==> config.mk <==
export PLATFORM = sky130hd
export DESIGN_NAME = button_gesture_ctrl
export DESIGN_NICKNAME = d
export VERILOG_FILES = /design/src/rtl/button_gesture_ctrl.sv
export SDC_FILE = /design/constraint.sdc
export NUM_CORES = 1
export LEC_CHECK = 0
export CORE_ASPECT_RATIO = 1.25
export CORE_MARGIN = 2
export CORE_UTILIZATION = 50
export CTS_CLUSTER_DIAMETER = 100
export DETAILED_ROUTE_END_ITERATION = 12
export PLACE_DENSITY = 0.66
export REMOVE_ABC_BUFFERS = 1
export SYNTH_ARGS = -nofsm -noshare
export SYNTH_HDL_FRONTEND = slang
export SYNTH_SLANG_ARGS = --single-unit
export TNS_END_PERCENT = 1
==> constraint.sdc <==
create_clock -name clk -period 3.59 [get_ports clk]
set_input_delay 0.718 -clock clk [delete_from_list [all_inputs] [get_ports clk]]
set_output_delay 0.718 -clock clk [all_outputs]
set_load 0.005 [all_outputs]
==> src/rtl/button_gesture_ctrl.sv <==
// button_gesture_ctrl
// Classifies presses of a debounced, active-low button as single click,
// double click or long press. Each classified gesture goes into a
// one-entry output register that uses a valid/ready handshake.
//
// Ports:
//   clk          system clock; all logic runs on its rising edge
//   rst          synchronous, active-high reset
//   btn_n        debounced, synchronized button level (0 = pressed)
//   event_ready  consumer accepts the pending event this cycle
//   event_valid  event_code holds an unconsumed event
//   event_code   01 single, 10 double, 11 long
//   overflow     sticky flag: an event was dropped because one was already pending
//   busy         FSM is not in IDLE
module button_gesture_ctrl #(
    parameter int unsigned LONG_CYCLES = 50_000_000,
    parameter int unsigned GAP_CYCLES  = 12_500_000
) (
    input  logic       clk,
    input  logic       rst,
    input  logic       btn_n,
    input  logic       event_ready,
    output logic       event_valid,
    output logic [1:0] event_code,
    output logic       overflow,
    output logic       busy
);

    localparam int unsigned MaxCycles = (LONG_CYCLES > GAP_CYCLES) ? LONG_CYCLES : GAP_CYCLES;
    localparam int unsigned CntW      = $clog2(MaxCycles);

    localparam logic [CntW-1:0] LongLast = CntW'(LONG_CYCLES - 1);
    localparam logic [CntW-1:0] GapLast  = CntW'(GAP_CYCLES - 1);

    localparam logic [2:0] StIdle   = 3'd0;
    localparam logic [2:0] StPress1 = 3'd1;
    localparam logic [2:0] StHold   = 3'd2;
    localparam logic [2:0] StGap    = 3'd3;
    localparam logic [2:0] StPress2 = 3'd4;

    localparam logic [1:0] EvSingle = 2'b01;
    localparam logic [1:0] EvDouble = 2'b10;
    localparam logic [1:0] EvLong   = 2'b11;

    logic [2:0]      state_q, state_d;
    logic [CntW-1:0] cnt_q, cnt_d;
    logic            valid_q, valid_d;
    logic [1:0]      code_q, code_d;
    logic            ovf_q, ovf_d;

    logic            emit;
    logic [1:0]      emit_code;
    logic            handshake;

    // Gesture classifier
    always_comb begin
        state_d   = state_q;
        emit      = 1'b0;
        emit_code = EvSingle;
        case (state_q)
            StIdle: begin
                if (!btn_n) state_d = StPress1;
            end
            StPress1: begin
                // Release takes priority over the long-press terminal count.
                if (btn_n) begin
                    state_d = StGap;
                end else if (cnt_q == LongLast) begin
                    state_d   = StHold;
                    emit      = 1'b1;
                    emit_code = EvLong;
                end
            end
            StHold: begin
                if (btn_n) state_d = StIdle;
            end
            StGap: begin
                // A second press in the terminal cycle still counts as a double.
                if (!btn_n) begin
                    state_d = StPress2;
                end else if (cnt_q == GapLast) begin
                    state_d   = StIdle;
                    emit      = 1'b1;
                    emit_code = EvSingle;
                end
            end
            StPress2: begin
                if (btn_n) begin
                    state_d   = StIdle;
                    emit      = 1'b1;
                    emit_code = EvDouble;
                end
            end
            default: state_d = StIdle;
        endcase

        cnt_d = (state_d != state_q) ? '0 : cnt_q + 1'b1;
    end

    // One-entry output register; the FSM never waits on the consumer.
    always_comb begin
        handshake = valid_q & event_ready;
        valid_d   = valid_q;
        code_d    = code_q;
        ovf_d     = ovf_q;
        if (emit && (!valid_q || handshake)) begin
            valid_d = 1'b1;
            code_d  = emit_code;
        end else if (emit) begin
            ovf_d = 1'b1;
        end else if (handshake) begin
            valid_d = 1'b0;
        end
    end

    always_ff @(posedge clk) begin
        if (rst) begin
            state_q <= StIdle;
            cnt_q   <= '0;
            valid_q <= 1'b0;
            code_q  <= 2'b00;
            ovf_q   <= 1'b0;
        end else begin
            state_q <= state_d;
            cnt_q   <= cnt_d;
            valid_q <= valid_d;
            code_q  <= code_d;
            ovf_q   <= ovf_d;
        end
    end

    assign event_valid = valid_q;
    assign event_code  = code_q;
    assign overflow    = ovf_q;
    assign busy        = (state_q != StIdle);

endmodule

; ---- After elaboration in Yosys (flattened, before gate mapping)
; Index checks and enable logic that the tools add are counted.
[totals]
ff_bits = 33
in_bits = 4
[op_classes]
addsub = 1
n_eq_ne = 8
muxes = 20
bitwise_logic = 2
reduce_logical = 10
[ops]
columns = op, n
row1 = "adder 26 x 1 -> 26 bit, second input constant", 1
row2 = "== test 26 x 24 -> 1 bit, second input constant", 1
row3 = "== test 26 bit, second input constant", 1
row4 = 2-to-1 mux 3 bit, 6
row5 = one-hot mux 3 bit (4 select lines), 1
row6 = 2-to-1 mux 1 bit, 8
row7 = "== test 3 x 2 -> 1 bit, second input constant", 2
row8 = 2-to-1 mux 2 bit, 3
row9 = one-hot mux 2 bit (2 select lines), 1
row10 = AND reduction 2 bit, 2
row11 = OR reduction 2 bit, 2
row12 = "== test 3 x 1 -> 1 bit, second input constant", 1
row13 = "== test 3 bit, second input constant", 1
row14 = zero test 3 bit, 1
row15 = inequality test 3 bit, 1
row16 = one-hot mux 1 bit (3 select lines), 1
row17 = nonzero test 3 bit, 1
row18 = "inequality test 2 x 1 -> 1 bit, second input constant", 1
row19 = nonzero test 2 bit, 1
row20 = AND 1 bit, 1
row21 = logical AND 1 bit, 1
row22 = zero test 1 bit, 1
row23 = logical OR 1 bit, 1
row24 = inverter 1 bit, 1

; ---- Longest topological paths before layout
[logic_depth]
ltp_word = 7
mapped_depth = 9
mapped_depth_nobuf = 7

; ---- Worst setup path after synthesis
; OpenSTA, ideal clock, no wires.
[synth_path]
path_kind = register to register
startpoint = register cnt_q[11]
endpoint = register code_q[1], in the netlist event_code[1]
setup_ns = 0.120
t_arrival_ns = 1.866
slack_ns = 1.604
stages_incl_launch_ff = 7
path_buffers = 0
path_cell_list = dfxtp_1 -> or4b_4 -> nor4_4 -> nand4_1 -> o211a_1 -> o21a_1 -> o31a_1
[synth_via]
elab_chain_cells = 5
[synth_rtl]
columns = element, line
row1 = start: declaration, 46  ; logic [CntW-1:0] cnt_q, cnt_d;
row2 = start signal: assignment, 125  ; cnt_q <= cnt_d;
row3 = == test 26 x 24 -> 1 bit or == test 26 bit (tied branches), "81, 68"
row4 = "2-to-1 mux 1 bit, on equally long branches", "81, 68"
row5 = "2-to-1 mux 1 bit, on equally long branches", "79, 66"
row6 = one-hot mux 1 bit (3 select lines), 60  ; case (state_q)
row7 = logical AND 1 bit, 106  ; if (emit && (!valid_q || handshake)) begin
row8 = end signal: assignment, 127  ; code_q <= code_d;
row9 = end: declaration, 48  ; logic [1:0] code_q, code_d;
; Parallel ways exist; a longest one is shown, timed or not.
; A chain may end at the register's enable or synchronous reset.

; ---- Worst setup path in the final report
[layout_path]
startpoint = input btn_n
endpoint = register cnt_q[11]
[layout_via]
elab_chain_cells = 4
[layout_rtl]
columns = element, line
row1 = start: declaration, 21  ; input logic btn_n,
row2 = "2-to-1 mux 3 bit, on equally long branches", --
row3 = one-hot mux 3 bit (4 select lines) *, 60
row4 = inequality test 3 bit *, 97  ; cnt_d = (state_d != state_q) ? '0 : cnt_q + 1'b1;
row5 = OR reduction 2 bit (no line) *, --
; Every way passes the cells marked *; elsewhere a longest branch is shown, timed or not.

==> impl_metrics.json <==
{
  "status": "completed",
  "rsz0062_at_grt": "false",
  "ctsResizeCount": 0,
  "worstMarginPinSlew_ps": 768,
  "syn_area_um2": 1670,
  "final-setup-viol-count": 0,
  "worstSetupEndpointType": "flop",
  "cap_violations": 0,
  "core-area_um2": 3190,
  "worstSkewPairLatency_ps": 280,
  "power_frac_comb_pct": 6.0,
  "cts_sinks": 33,
  "p_sw_share_pct": 21.7,
  "cts_htree_levels": 2,
  "drt_iter0_drc": 58,
  "cts_setup_buffers": 0,
  "worstPathRequired_ps": 3800,
  "synth-seq-cells": 33,
  "grt_max_degree": 27,
  "fin_skew_ps": 1.44,
  "r2r_cells": 6,
  "start_util_pct": 52.4,
  "setup-tns-final_ps": 0,
  "hold_viol": 0,
  "timing.rr.start": "cnt_q[11]",
  "wl_per_cell_um": 13.6,
  "ys_types": 41,
  "ctsHoldBuffers": 0,
  "whs_path_depth": 1,
  "holdCritPathClass": "reg -> reg",
  "worstPathMaxFanout": 26,
  "wl_um": 3230,
  "synthCells": 192,
  "yosys.area.top_type": "dfxtp_1",
  "antenna_cells": 0,
  "max_freq_ghz": 0.422,
  "synth.yosys.seq_area_share_pct": 39.5,
  "drtAntennaViolNets": 0,
  "die_area_um2": 3830,
  "first_pass_iters": 4,
  "p_seq_share_pct": 54.7,
  "hold_path_end": "cnt_q[0]",
  "synth_warnings": 0,
  "drc": 0,
  "final_max_slew_viol_count": 0,
  "rows": 23,
  "fin_cells": 238,
  "reg2reg_slack_ps": 1260,
  "drive_gt1_share_pct": 8.46,
  "clockPowerShare_pct": 39.3,
  "clkSlewWorstSetupHoldPaths_ps": 60,
  "layout_min_cycle_time_ps": 2370,
  "dieHeight_um": 68.7,
  "pin_count": 9,
  "track_usage_pct": 19.0,
  "power_density_nw_per_um2": 380,
  "clockBufferDepth": 2,
  "syn_avg_cell_area_um2": 8.72,
  "antenna_found_initial": 0,
  "p_int_uw": 539,
  "cp.arrival_ps": 2580,
  "synth_top_area_share_pct": 39.5,
  "path_class": "in -> reg",
  "r2r_end": "cnt_q[11]",
  "grt_overflow_total": 0,
  "relSlewSlack_pct": 48.4,
  "cts_buffers": 5,
  "ir_drop_mv": 0.275,
  "num_vias": 1355,
  "p_switching_uw": 149,
  "die-width_um": 55.8,
  "cts-root-buf": "clkbuf_8",
  "gp_congestion": 0.820,
  "hp-start": "cnt_q[0]",
  "layout.nets": 206,
  "cts_tree": "yes",
  "synth_area_leaders": "dfxtp_1 39%, nor2_1 9.4%, xnor2_1 6.8%",
  "grt_pass1_wl_um": 5620,
  "dp.cells": 231,
  "dpl.hpwl_um": 2380,
  "p_leak_nw": 0.583,
  "critPathLaunchType": "input port",
  "io_buffers": 8,
  "area.growth.synth_to_final_pct": 8.22,
  "grt_pass1_vias": 1278,
  "fin_crit_sh_pct": 66.1,
  "viasPerCell": 5.69
}
-- kinds of logic (layout without fill, tap and decap cells) --
| logic type | count (synthesis) | in the layout | synth area share (%) |
|---|---|---|---|
| flops | 33 | 33 | 39.5 |
| fa+ha+maj | 1 | 1 | 0.747 |
| simple gates | 106 | 106 | 33.8 |
| buf+inv | 12 | 21 | 5.83 |
| compound gates | 16 | 16 | 7.62 |
| xor+xnor | 24 | 24 | 12.6 |
-- worst max-delay path by stage --
stage	startpoint	end	slack, ps	cells past startpoint
3_3_place_gp	btn_n	cnt_q[7]	980	4
3_5_place_dp	btn_n	cnt_q[22]	940	4
5_1_grt	btn_n	cnt_q[11]	1050	7
6_report	btn_n	cnt_q[11]	1220	4
2_1_floorplan	cnt_q[11]	event_code[1]	1600	6
4_1_cts	btn_n	cnt_q[21]	1210	4
-- placed cells by master, fill, tap and decap left out, drive strengths merged, types with 2 or more instances in the layout --
cell	Yosys	final
inv	6	6
nor4	4	4
nor2	42	42
clkbuf	3	7
or4	2	2
nand4	8	8
o21a	2	2
xor2	11	11
nand3	12	12
and3	3	3
nand2	8	8
a31oi	3	3
dfxtp	33	33
clkdlybuf4s50	0	8
nor2b	4	4
a21oi	2	2
xnor2	13	13
nor3	13	13
or3	2	2
-- cell usage after synthesis --
cell type	number
dfxtp_1	33
nand4_1	8
a21o_1	1
nand3_1	12
clkbuf_8	3
nand2_1	8
and3_1	2
o31a_1	1
a221oi_2	1
nor2b_1	4
o2bb2ai_1	1
or4b_4	1
a21oi_1	2
nor4_1	2
o211a_1	1
and3_2	1
nor3_1	12
inv_1	6
nor4_4	1
and4b_2	1
a31oi_1	3
nand2b_1	1
nor3_2	1
o21ai_0	1
ha_1	1
xor2_1	11
or4_1	2
a311o_2	1
nor4_2	1
or3_1	2
nor4b_1	1
nor2_1	42
or2b_2	1
o21a_1	2
nand4bb_1	1
o21ba_2	1
xnor2_1	13
nand4b_1	1
and4_2	1
buf_6	3
a22oi_1	1
-- metrics by stage --
step	util [%]	hold WS, ps	area, um2	power [mW]	worst slack [ps]
2_1_floorplan	-	418	1600	0.409	1600
3_3_place_gp	54.0	430	1730	0.425	979
3_5_place_dp	54.0	445	1730	0.426	938
4_1_cts	56.7	457	1810	0.702	1210
5_1_grt	56.7	480	1810	0.723	1050
6_report	56.7	451	1810	0.689	1220
-- cell type report --
type,count,area (um2)
fillers,296,1380
multi-input cells,147,916
flip-flops and latches,33,661
clock buffers,7,86.3
repair buffers,8,80.1
well taps,37,46.3
inverters,6,22.5
-- routing by layer --
layer / vias up / part of all wire, % / track usage, %
met5: - / 0 / 0
met4: 0 / 2.3 / 11.0
met3: 8 / 3.2 / 4.66
met2: 28 / 51 / 34.1
met1: 636 / 44 / 20.8
li1: 683 / - / -
-- worst max-delay path, stage by stage --
cell and delay [ps]:
clkdlybuf4s50_1 610, or4_1 480, a311o_2 590, nor2_1 170
-- flip-flops by register name (all words and copies together), names as in the netlist --
name         cells
cnt_q           26
event_code       2
overflow         1
state_q          3
event_valid      1
-- power groups by stage --
stage	Sequential [mW]	Clock [mW]	Combinational (mW)
after floorplan	0.383	0	0.0265
after global placement	0.384	0	0.0405
after detailed placement	0.385	0	0.0419
after CTS	0.376	0.283	0.0423
after global routing	0.377	0.299	0.0470
final	0.377	0.271	0.0415
Power figures use the tool's default switching activity.
